### config.mk
export PLATFORM = sky130hd
export DESIGN_NAME = ddr_bank_timing_tracker
export DESIGN_NICKNAME = d
export VERILOG_FILES = /design/src/rtl/ddr_bank_timing_tracker.sv
export SDC_FILE = /design/constraint.sdc
export NUM_CORES = 1
export LEC_CHECK = 0
export ABC_AREA = 1
export ABC_CLOCK_PERIOD_IN_PS = 5500
export CELL_PAD_IN_SITES_DETAIL_PLACEMENT = 1
export CELL_PAD_IN_SITES_GLOBAL_PLACEMENT = 1
export CORE_ASPECT_RATIO = 0.7
export CORE_MARGIN = 4
export CORE_UTILIZATION = 49
export DETAILED_ROUTE_END_ITERATION = 8
export PLACE_DENSITY_LB_ADDON = 0.1
export SLEW_MARGIN = 5
export SYNTH_ARGS = -nofsm -noshare
export SYNTH_HDL_FRONTEND = slang
export SYNTH_SLANG_ARGS = --single-unit
### constraint.sdc
create_clock -name clk -period 5.5 [get_ports clk]
set_clock_uncertainty 0.05 [all_clocks]
set_input_delay 1.65 -clock clk [delete_from_list [all_inputs] [get_ports clk]]
set_output_delay 1.65 -clock clk [all_outputs]
set_load 0.01 [all_outputs]
### src/rtl/ddr_bank_timing_tracker.sv
// ddr_bank_timing_tracker: per-bank DDR state machines and timing
// counters that publish which commands are legal this cycle.
// Ports: clk, rst_n (async, low), cmd_valid/cmd/cmd_bank/cmd_row in;
// act_ok/rdwr_ok/pre_ok/ref_ok flags, bank_open/open_row table and
// cmd_err (registered illegal-command pulse) out.
// Optional: define DDR_TRACK_FAW_EN for the four-activate window.
module ddr_bank_timing_tracker #(
  parameter int NUM_BANKS = 8,
  parameter int ROW_W     = 14,
  parameter int CNT_W     = 8,
  parameter int T_RCD     = 15,
  parameter int T_RP      = 15,
  parameter int T_RAS     = 40,
  parameter int T_RC      = 55,
  parameter int T_RRD     = 10,
  parameter int T_WR      = 15,
  parameter int T_RTP     = 7,
  parameter int T_RFC     = 105,
  parameter int T_FAW     = 45
) (
  input  logic                         clk,
  input  logic                         rst_n,
  input  logic                         cmd_valid,
  input  logic [3:0]                   cmd,
  input  logic [$clog2(NUM_BANKS)-1:0] cmd_bank,
  input  logic [ROW_W-1:0]             cmd_row,
  output logic [NUM_BANKS-1:0]         act_ok,
  output logic [NUM_BANKS-1:0]         rdwr_ok,
  output logic [NUM_BANKS-1:0]         pre_ok,
  output logic                         ref_ok,
  output logic [NUM_BANKS-1:0]         bank_open,
  output logic [NUM_BANKS*ROW_W-1:0]   open_row,
  output logic                         cmd_err
);

  localparam int BANK_W = $clog2(NUM_BANKS);
  localparam int T_MAX  = 2**CNT_W - 1;

  if (T_RCD > T_MAX || T_RP  > T_MAX ||
      T_RAS > T_MAX || T_RC  > T_MAX ||
      T_RRD > T_MAX || T_WR  > T_MAX ||
      T_RTP > T_MAX || T_RFC > T_MAX ||
      T_FAW > T_MAX ||
      T_RCD < 1 || T_RP  < 1 ||
      T_RAS < 1 || T_RC  < 1 ||
      T_RRD < 1 || T_WR  < 1 ||
      T_RTP < 1 || T_RFC < 1 ||
      T_FAW < 1) begin : g_bad_timing
    $error("timing parameter out of range for CNT_W");
  end

  localparam logic [CNT_W-1:0] L_RCD = CNT_W'(T_RCD - 1);
  localparam logic [CNT_W-1:0] L_RP  = CNT_W'(T_RP - 1);
  localparam logic [CNT_W-1:0] L_RAS = CNT_W'(T_RAS - 1);
  localparam logic [CNT_W-1:0] L_RC  = CNT_W'(T_RC - 1);
  localparam logic [CNT_W-1:0] L_RRD = CNT_W'(T_RRD - 1);
  localparam logic [CNT_W-1:0] L_WR  = CNT_W'(T_WR - 1);
  localparam logic [CNT_W-1:0] L_RTP = CNT_W'(T_RTP - 1);
  localparam logic [CNT_W-1:0] L_RFC = CNT_W'(T_RFC - 1);

  localparam logic [3:0] C_ACT = 4'b0011;
  localparam logic [3:0] C_RD  = 4'b0101;
  localparam logic [3:0] C_WR  = 4'b0100;
  localparam logic [3:0] C_PRE = 4'b0010;
  localparam logic [3:0] C_REF = 4'b0001;

  typedef enum logic [1:0] {
    S_IDLE,
    S_ACTG,
    S_ACTV,
    S_PRCH
  } bank_st_e;

  bank_st_e st_q [NUM_BANKS];
  bank_st_e st_d [NUM_BANKS];

  logic [CNT_W-1:0] rcd_q [NUM_BANKS];
  logic [CNT_W-1:0] rp_q  [NUM_BANKS];
  logic [CNT_W-1:0] ras_q [NUM_BANKS];
  logic [CNT_W-1:0] rc_q  [NUM_BANKS];
  logic [CNT_W-1:0] wr_q  [NUM_BANKS];
  logic [CNT_W-1:0] rtp_q [NUM_BANKS];
  logic [CNT_W-1:0] rrd_q;
  logic [CNT_W-1:0] rfc_q;

  logic [ROW_W-1:0]     row_q [NUM_BANKS];
  logic [NUM_BANKS-1:0] open_q;
  logic                 err_q;

  logic is_act, is_rd, is_wr;
  logic is_pre, is_ref;
  logic legal, act_go, ref_go;
  logic faw_ok;

  logic [NUM_BANKS-1:0] sel;
  logic [NUM_BANKS-1:0] eff_idle;
  logic [NUM_BANKS-1:0] eff_actv;
  logic [NUM_BANKS-1:0] act_hit;
  logic [NUM_BANKS-1:0] rd_hit;
  logic [NUM_BANKS-1:0] wr_hit;
  logic [NUM_BANKS-1:0] pre_hit;
  logic [NUM_BANKS-1:0] pre_load;

  function automatic logic [CNT_W-1:0] tick(
    input logic [CNT_W-1:0] v,
    input logic             ld,
    input logic [CNT_W-1:0] lv
  );
    if (ld) return lv;
    if (v != '0) return v - CNT_W'(1);
    return v;
  endfunction

  assign is_act = cmd_valid && cmd == C_ACT;
  assign is_rd  = cmd_valid && cmd == C_RD;
  assign is_wr  = cmd_valid && cmd == C_WR;
  assign is_pre = cmd_valid && cmd == C_PRE;
  assign is_ref = cmd_valid && cmd == C_REF;

  always_comb begin
    sel = '0;
    for (int b = 0; b < NUM_BANKS; b++)
      sel[b] = (cmd_bank == BANK_W'(b));
  end

  // Legality is judged only against registered flags.
  always_comb begin
    legal = 1'b1;
    unique case (1'b1)
      is_act:         legal = act_ok[cmd_bank];
      is_rd || is_wr: legal = rdwr_ok[cmd_bank];
      is_pre:         legal = pre_ok[cmd_bank];
      is_ref:         legal = ref_ok;
      default:        legal = 1'b1;
    endcase
  end

  assign act_go  = is_act && legal;
  assign ref_go  = is_ref && legal;
  assign act_hit = sel & {NUM_BANKS{act_go}};
  assign rd_hit  = sel & {NUM_BANKS{is_rd && legal}};
  assign wr_hit  = sel & {NUM_BANKS{is_wr && legal}};
  assign pre_hit = sel & {NUM_BANKS{is_pre && legal}};

  // PRE to an idle bank is a no-op and loads nothing.
  assign pre_load = pre_hit & eff_actv;

  always_ff @(posedge clk or negedge rst_n) begin
    if (!rst_n) begin
      for (int b = 0; b < NUM_BANKS; b++)
        st_q[b] <= S_IDLE;
    end else begin
      for (int b = 0; b < NUM_BANKS; b++)
        st_q[b] <= st_d[b];
    end
  end

  // A counter reaching zero counts as expired in that
  // same cycle, so transitions may merge with a command.
  always_comb begin
    for (int b = 0; b < NUM_BANKS; b++) begin
      st_d[b] = st_q[b];
      unique case (st_q[b])
        S_IDLE:
          if (act_hit[b]) st_d[b] = S_ACTG;
        S_ACTG:
          if (rcd_q[b] == '0)
            st_d[b] = pre_hit[b] ? S_PRCH : S_ACTV;
        S_ACTV:
          if (pre_hit[b]) st_d[b] = S_PRCH;
        S_PRCH:
          if (rp_q[b] == '0)
            st_d[b] = act_hit[b] ? S_ACTG : S_IDLE;
        default: st_d[b] = S_IDLE;
      endcase
    end
  end

  always_comb begin
    eff_idle = '0;
    eff_actv = '0;
    act_ok   = '0;
    rdwr_ok  = '0;
    pre_ok   = '0;
    for (int b = 0; b < NUM_BANKS; b++) begin
      eff_idle[b] = st_q[b] == S_IDLE ||
                    (st_q[b] == S_PRCH && rp_q[b] == '0);
      eff_actv[b] = st_q[b] == S_ACTV ||
                    (st_q[b] == S_ACTG && rcd_q[b] == '0);
      act_ok[b]   = eff_idle[b] && rc_q[b] == '0 &&
                    rrd_q == '0 && rfc_q == '0 && faw_ok;
      rdwr_ok[b]  = eff_actv[b];
      pre_ok[b]   = (eff_actv[b] && ras_q[b] == '0 &&
                     wr_q[b] == '0 && rtp_q[b] == '0) ||
                    eff_idle[b];
    end
    ref_ok = (&eff_idle) && rfc_q == '0;
  end

  always_ff @(posedge clk or negedge rst_n) begin
    if (!rst_n) begin
      for (int b = 0; b < NUM_BANKS; b++) begin
        rcd_q[b] <= '0;
        rp_q[b]  <= '0;
        ras_q[b] <= '0;
        rc_q[b]  <= '0;
        wr_q[b]  <= '0;
        rtp_q[b] <= '0;
        row_q[b] <= '0;
      end
      open_q <= '0;
      rrd_q  <= '0;
      rfc_q  <= '0;
      err_q  <= 1'b0;
    end else begin
      for (int b = 0; b < NUM_BANKS; b++) begin
        rcd_q[b] <= tick(rcd_q[b], act_hit[b], L_RCD);
        ras_q[b] <= tick(ras_q[b], act_hit[b], L_RAS);
        rc_q[b]  <= tick(rc_q[b], act_hit[b], L_RC);
        rp_q[b]  <= tick(rp_q[b], pre_load[b], L_RP);
        wr_q[b]  <= tick(wr_q[b], wr_hit[b], L_WR);
        rtp_q[b] <= tick(rtp_q[b], rd_hit[b], L_RTP);
        if (act_hit[b]) row_q[b] <= cmd_row;
      end
      open_q <= (open_q | act_hit) & ~pre_load;
      rrd_q  <= tick(rrd_q, act_go, L_RRD);
      rfc_q  <= tick(rfc_q, ref_go, L_RFC);
      err_q  <= ~legal;
    end
  end

`ifdef DDR_TRACK_FAW_EN
  localparam logic [CNT_W-1:0] L_FAW = CNT_W'(T_FAW - 1);

  logic [CNT_W-1:0] faw_q [4];
  logic [1:0]       faw_ptr_q;

  // The slot at the pointer holds the oldest of the last
  // four ACTs; it must have aged out before a new ACT.
  always_ff @(posedge clk or negedge rst_n) begin
    if (!rst_n) begin
      faw_ptr_q <= '0;
      for (int i = 0; i < 4; i++)
        faw_q[i] <= '0;
    end else begin
      for (int i = 0; i < 4; i++)
        faw_q[i] <= tick(faw_q[i],
                         act_go && faw_ptr_q == 2'(i),
                         L_FAW);
      if (act_go) faw_ptr_q <= faw_ptr_q + 2'd1;
    end
  end

  assign faw_ok = (faw_q[faw_ptr_q] == '0);
`else
  assign faw_ok = 1'b1;
`endif

  for (genvar g = 0; g < NUM_BANKS; g++) begin : g_row
    assign open_row[g*ROW_W +: ROW_W] = row_q[g];
  end

  assign bank_open = open_q;
  assign cmd_err   = err_q;

endmodule

==> results of run 1 <==
-- sequential cells by signal, indices dropped and copies added, names as in the netlist --
name       count
rcd_q         64
rp_q          64
ras_q         64
cmd_err        1
wr_q          64
rrd_q          8
rc_q          64
bank_open      8
st_q          16
rtp_q         64
open_row     112
rfc_q          8
-- critical path: cells and delay by family, from the launching register on --
family / cells / cell delay [ns]
simple gates: 6 / 1.18
flops: 1 / 0.38
fa+ha+maj: 1 / 0.16
buf+inv: 4 / 0.97
-- layer usage --
layer / track usage / vias up
met5: 0 / -
met4: 0.0563 / 4
met3: 0.0498 / 101
met2: 0.454 / 353
met1: 0.368 / 11754
li1: - / 11062
-- Yosys cell counts, types with 6 or more instances --
master,instances,area (sq um)
xor2_1,119,1040
dfrtp_1,537,13400
nor3b_1,9,67.6
nand4_1,52,325
o21a_1,10,75.1
nand2_2,7,43.8
ha_1,100,1250
nand3b_1,19,143
a21oi_1,22,110
nor2_1,417,1570
or2_2,18,113
buf_4,9,67.6
o21ai_0,89,445
nor2_2,15,93.8
inv_1,580,2180
nand3_1,208,1040
nor4_1,15,93.8
o311ai_0,6,52.6
buf_2,31,155
o211ai_1,69,518
nand2_1,917,3440
inv_2,15,56.3
nor3_1,66,330
xnor2_1,51,447
nand3_4,6,105
a22oi_1,7,52.6
clkbuf_1,10,37.5
-- cell type report --
cell class,instances,area (sq um),area share
well taps,740,926,0.0288
clock inverters,27,357,0.0111
clock buffers,72,1540,0.0480
repair buffers,188,1910,0.0596
flip-flops and latches,537,13400,0.419
multi-input cells,2259,11700,0.364
inverters,596,2240,0.0697
-- worst paths after layout --
check | slack (ns) | endpoint
setup / recovery | 0.50 | ref_ok
hold / removal | 0.43 | open_row[103]$_DFFE_PN0P_
setup reg to reg | 1.72 | open_row[15]$_DFFE_PN0P_
hold reg to reg | 0.43 | open_row[103]$_DFFE_PN0P_
max in group asynchronous | 3.15 | rtp_q[59]$_DFFE_PN0P_
min in group asynchronous | 1.05 | wr_q[52]$_DFFE_PN0P_
-- where the power goes --
group / total [mW] / switching, mW / leakage [nW] / internal, mW
Clock: 3.99 / 1.65 / 0.937 / 2.34
Combinational: 6.19 / 3.69 / 9.23 / 2.49
Sequential: 6.76 / 1.26 / 6.62 / 5.50
-- per-stage QoR --
step | hold slack, ns | worst slack, ns | utilization | instances
final | 0.435 | 0.504 | 0.578 | 4419
after global routing | 0.458 | 0.299 | 0.578 | 4419
after CTS | 0.440 | 0.527 | 0.578 | 4419
after detailed placement | 0.412 | 0.710 | 0.543 | 4320
after global placement | 0.409 | 0.795 | 0.543 | 4320
after floorplan | 0.392 | 2.17 | - | 3444
-- logic make-up (layout without fill, tap and decap cells) --
group                    count (synthesis)  in the layout  synth area share
multiplexers                             3              3           0.00109
buffers and inverters                  648            883            0.0914
AO/OA/AOI/OAI                          221            221            0.0503
adder cells (fa/ha/maj)                100            100            0.0452
AND/OR/NAND/NOR                       1765           1765             0.272
flip-flops                             537            537             0.486
XOR/XNOR                               170            170            0.0538
==> impl_results.md, run 1 <==
* Outcome: finished clean
* Final period util at 0.908
* Worst setup SP type: flip-flop
* Synthesized area at 27700 sq um
* Setup violators final at 0
* Syn Area/Cell at 8.03 sq um
* CP Capture Type: primary output
* Synth Flop Type: dfrtp_1
* Initial antenna violation count at 2
* Metal2 WL at 37.8 mm
* Fin crit period at 5.00 ns
* WHS Path Cells at 2
* Endpoints failing hold at 0
* Met1 wire length at 37.2 mm
* Via density per instance at 5.27
* Fmax at 200 MHz
* I/O pin count at 170
* Routed met3 length at 3.82 mm
* Avg WL per Cell at 18.2 microns
* CP Cell Sequence: inv_1 -> ha_1 -> nand2_1 -> nor2_1 -> nand2_1 -> nand2_1 -> inv_1 -> nor4_1 -> nand3_1 -> inv_1 -> clkdlybuf4s50_1
* FF+latch count, synth at 537
* Pre-Repair DR Iteration Count at 5
* Die ar. at 60400 sq um
* R2R depth at 12
* Row count at 72
* Starting Density at 0.498
* Resized Gates After CTS at 0
* Residual DRC at 0
* Power, Total at 16.9 mW
* CTS tree: yes
* Commonest non-fill, non-tap cells in the layout: nand2_1 (917), inv_1 (580), dfrtp_1 (537)
* Port Buf Inserts at 169
* Worst Setup Path Type: flip-flop to primary output
* Routability cong. at 0.877
* Total global routing overflow at 0
* Max-cap viol count at 0
* Core ar. at 55600 sq um
* Async S/R FF share, synth at 1.00
* Post-CTS Hold Fix Bufs at 0
* GRT Overall Usage at 0.269
* Synth Net Count at 3568
* CTS sink count at 537
* Clk root buf: clkbuf_16
* Rel. slew slack at 0.401
* Critical hold path startpoint: open_row[103]$_DFFE_PN0P_
* Worst Setup SP: rp_q[16]$_DFFE_PN0P_
* Max FO, Critical Path at 5
* Seq/Total Area, Yosys at 0.486
* Max-slew violations at 0
* H-tree depth at 2
* Largest net degree at the start of global routing at 102
* Antenna cells at 0
* P&R area growth vs syn at 16.1%
* Post-synthesis cell type count at 50
* Lkg Pwr at 16.8 nW
* DP HPWL at 58.8 mm
* Yosys warns at 0
* Req. time, crit path at 3.80 ns
* Total CTS buffers at 54
* VDD IR max at 0.289 mV
* Clk buf depth at 3
* Die Height at 207 microns
* ANT nets after route at 0
* Fill cells at 6710
* Placed inst area at 30200 sq um
* RSZ-0062 raised after global routing: false
* Share of layout cells above drive strength 1 at 0.0522
* Starting DRT DRC Count at 1401
* Worst path max stage delay at 0.57 ns
* Number of global-route vias before repair at 25134
* Slowest-stage cell, CP: clkdlybuf4s50_1
* FF-to-FF Start: rc_q[32]$_DFFE_PN0P_
* First-pass GRT wire length at 133 mm
* Post-synthesis cell count at 3444
* Reg clk slew, reported paths at 0.07 ns
* Final Cell Area at 32100 sq um
* DIE WIDTH at 292 microns
* PwrDens at 527 nW/um^2
* Clock Latency Late Sink at 0.61 ns
* Worst EP arrival at 3.30 ns
* Setup bufs post-CTS at 0
* Top layer in use: met5
* Hold/Removal Path Class: flip-flop to flip-flop
* Total negative slack at 0 ns
* Layout Nets at 3760
* Vias after detailed routing at 23274
* Number of synthesized flops with an enable pin at 0
* Worst Tran Pin Value at 0.896 ns
* Commonest non-fill, non-tap cell in the layout: nand2_1
* DRT Wirelength at 80.4 mm
No activity file was read; power rests on OpenSTA's default activity.
==> inputs of run 2 (changes only) <==
--- a/config.mk
+++ b/config.mk
@@ -6,11 +6,11 @@
 export NUM_CORES = 1
 export LEC_CHECK = 0
 export ABC_AREA = 1
-export ABC_CLOCK_PERIOD_IN_PS = 5500
+export ABC_CLOCK_PERIOD_IN_PS = 6200
 export CELL_PAD_IN_SITES_DETAIL_PLACEMENT = 1
 export CELL_PAD_IN_SITES_GLOBAL_PLACEMENT = 1
 export CORE_ASPECT_RATIO = 0.7
-export CORE_MARGIN = 4
+export CORE_MARGIN = 2
 export CORE_UTILIZATION = 49
 export DETAILED_ROUTE_END_ITERATION = 8
 export PLACE_DENSITY_LB_ADDON = 0.1
==> constraint.sdc (replaced) <==
create_clock -name clk -period 6.2 [get_ports clk]
set_clock_uncertainty 0.05 [all_clocks]
set_input_delay 1.86 -clock clk [delete_from_list [all_inputs] [get_ports clk]]
set_output_delay 1.86 -clock clk [all_outputs]
set_load 0.01 [all_outputs]
==> run 2 against run 1 <==
Net effect:
- register-to-register slack better by 0.61 ns
- first-iteration DRC count shrank 9.7%
- cell count about the same
- utilization fell by 0.13 points
- global-route usage is 1.1 points higher
- clock-buffer cell count rose by 6
- critical path depth stayed put
- hold slack lost 0.010 ns
- sequential power down 11%
- die area fell by 3.3%
- cell area decreased by 0.39%
- sequential share of layout area rose by 0.16 points
- critical endpoint unchanged
- largest power group unchanged
- highest routed layer unchanged
==> impl_results.md, run 2 (synthesis gave the netlist of run 1 again) <==
* GRT Overall Usage at 0.280 (was 0.269)
* Resized Gates After CTS at 0 (unchanged)
* Setup bufs post-CTS at 0 (unchanged)
* Clock Latency Late Sink at 0.62 ns (was 0.61 ns)
* Starting Density at 0.498 (about the same)
* Total global routing overflow at 0 (unchanged)
* CTS tree: yes (unchanged)
* Commonest non-fill, non-tap cells in the layout: nand2_1 (917), inv_1 (580), dfrtp_1 (537) (unchanged)
* Psw at 5.90 mW (was 6.60 mW)
* Max reg flops at 112 (unchanged)
* Row count at 72 (unchanged)
* Rel. slew slack at 0.337 (was 0.401)
* Clk root buf: clkbuf_16 (unchanged)
* Critical hold path startpoint: rrd_q[5]$_DFFE_PN0P_ (was open_row[103]$_DFFE_PN0P_)
* Lkg Pwr at 16.7 nW (was 16.8 nW)
* Met1 wire length at 36.7 mm (was 37.2 mm)
* DRT Wirelength at 80.1 mm (was 80.4 mm)
* Sequential power share at 0.401 (was 0.399)
* Req. time, crit path at 4.29 ns (was 3.80 ns)
* Worst Setup SP: rp_q[16]$_DFFE_PN0P_ (unchanged)
* Core ar. at 55500 sq um (was 55600 sq um)
* Max-cap viol count at 0 (unchanged)
* Die Height at 203 microns (was 207 microns)
* Residual DRC at 0 (unchanged)
* ANT nets after route at 0 (unchanged)
* Hold slack final at 0.424 ns (was 0.435 ns)
* I/O pin count at 170 (unchanged)
* Final period util at 0.850
* Setup violators final at 0 (unchanged)
* Clk buf depth at 3 (unchanged)
* Multi-input gate area in the final layout at 11700 sq um (unchanged)
* Final design utilization at 0.576 (was 0.578)
* VDD IR max at 0.232 mV (was 0.289 mV)
* Worst path max stage delay at 0.59 ns (was 0.57 ns)
* PwrDens at 468 nW/um^2 (was 527 nW/um^2)
* Worst Tran Pin Value at 0.991 ns (was 0.896 ns)
* Outcome: finished clean (unchanged)
* Dpl ws at 0.863 ns (was 0.710 ns)
* Worst path bufs/invs at 4 (unchanged)
* Reg clk slew, reported paths at 0.06 ns (was 0.07 ns)
* Vias after detailed routing at 23256 (was 23274)
* Die ar. at 58400 sq um (was 60400 sq um)
* Switching power share of the total at 0.394 (was 0.390)
* Routed met3 length at 3.93 mm (was 3.82 mm)
* Post-CTS Hold Fix Bufs at 0 (unchanged)
* Max FO, Critical Path at 5 (unchanged)
* Fill cells at 6724 (was 6710)
* Max-slew violations at 0 (unchanged)
* Share of layout cells above drive strength 1 at 0.0495 (was 0.0522)
* First-pass GRT wire length at 131 mm (was 133 mm)
* CP Capture Type: primary output (unchanged)
* Number of global-route vias before repair at 25306 (was 25134)
* Commonest non-fill, non-tap cell in the layout: nand2_1 (unchanged)
* Routability cong. at 0.874 (was 0.877)
* Initial antenna violation count at 2 (unchanged)
* Top layer in use: met5 (unchanged)
* Worst setup SP type: flip-flop (unchanged)
* RSZ-0062 raised after global routing: false (unchanged)
* Total negative slack at 0 ns (unchanged)
* Port Buf Inserts at 169 (unchanged)
* CP Cell Sequence: inv_1 -> ha_1 -> nand2_1 -> nor2_1 -> nand2_1 -> nand2_1 -> inv_1 -> nor4_1 -> nand3_1 -> inv_1 -> clkdlybuf4s50_1 (unchanged)
* H-tree depth at 2 (unchanged)
* Total CTS buffers at 56 (was 54)
* DP HPWL at 57.3 mm (was 58.8 mm)
* Worst Setup Path Type: flip-flop to primary output (unchanged)
* Largest net degree at the start of global routing at 115 (was 102)
* P&R area growth vs syn at 15.6% (was 16.1%)
* Setup WS post-layout at 0.928 ns (was 0.504 ns)
* Storage element area at 13400 sq um (unchanged)
* Endpoints failing hold at 0 (unchanged)
* Metal2 WL at 36.9 mm (was 37.8 mm)
* Clock power frac at 0.233 (was 0.236)
* Layout Nets at 3752 (was 3760)
* Starting DRT DRC Count at 1265 (was 1401)
* Fmax at 190 MHz
* Gate power share at 0.367 (was 0.365)
* CTS sink count at 537 (unchanged)
* FF-to-FF Start: rrd_q[0]$_DFFE_PN0P_ (was rc_q[32]$_DFFE_PN0P_)
* Fin crit period at 5.27 ns
* Worst EP arrival at 3.36 ns (was 3.30 ns)
* Hold/Removal Path Class: flip-flop to flip-flop (unchanged)
* Pre-Repair DR Iteration Count at 5 (unchanged)
* DIE WIDTH at 288 microns (was 292 microns)
* Internal power at 9.07 mW (was 10.3 mW)
* Via density per instance at 5.27 (about the same)
* Avg WL per Cell at 18.1 microns (was 18.2 microns)
* Crit path max-delay family: simple AND/OR/NAND/NOR gates (unchanged)
* Slowest-stage cell, CP: clkdlybuf4s50_1 (unchanged)
[run 2: stage by stage]
stage	area (sq um)	cells	total power, mW
6_report	32000	4415	15.0
5_1_grt	32000	4414	16.2
4_1_cts	32000	4414	15.1
3_5_place_dp	30100	4310	11.4
3_3_place_gp	30100	4310	10.9
2_1_floorplan	27700	3444	9.75
[run 2: worst register-to-register path: cells and delay by family, from the launching register on]
family                     cells  cell delay (ns)
DFF                            1             0.39
buffers and inverters          2             0.89
and+or+nand+nor               12             2.30
adders and majority gates      1             0.17
[run 2: final cells by class]
class / count / area share
Antenna cell: 1 / 0.0000782
Clock buffer: 78 / 0.0495
Clock inverter: 26 / 0.00896
Inverter: 596 / 0.0700
Multi-Input combinational cell: 2259 / 0.366
Sequential cell: 537 / 0.420
Tap cell: 740 / 0.0290
Timing Repair Buffer: 178 / 0.0567
[run 2: final timing paths]
check                                           endpoint  slack [ns]  cells past startpoint
worst max-delay path                              ref_ok        0.93                     11
worst min-delay path                rrd_q[5]$_DFFE_PN0P_        0.42                      1
worst max register to register  open_row[10]$_DFFE_PN0P_        2.33                     15
worst min register to register      rrd_q[5]$_DFFE_PN0P_        0.42                      1
max in group asynchronous          ras_q[24]$_DFFE_PN0P_        3.77                      2
min in group asynchronous           rp_q[32]$_DFFE_PN0P_        1.19                      1
[run 2: routing by layer]
layer  vias to the layer above  global-route usage
li1                      11032                   -
met1                     11697               0.378
met2                       390               0.456
met3                       135              0.0527
met4                         2              0.0927
met5                         -                   0
[run 2: power by group through the flow]
stage                     logic (mW)  registers, mW  clock network (mW)
after floorplan                 4.01           5.73                   0
after CTS                       5.54           5.98                3.54
after global placement          4.98           5.90                   0
after global routing            6.33           6.18                3.69
after detailed placement        5.43           6.00                   0
final                           5.49           6.00                3.48
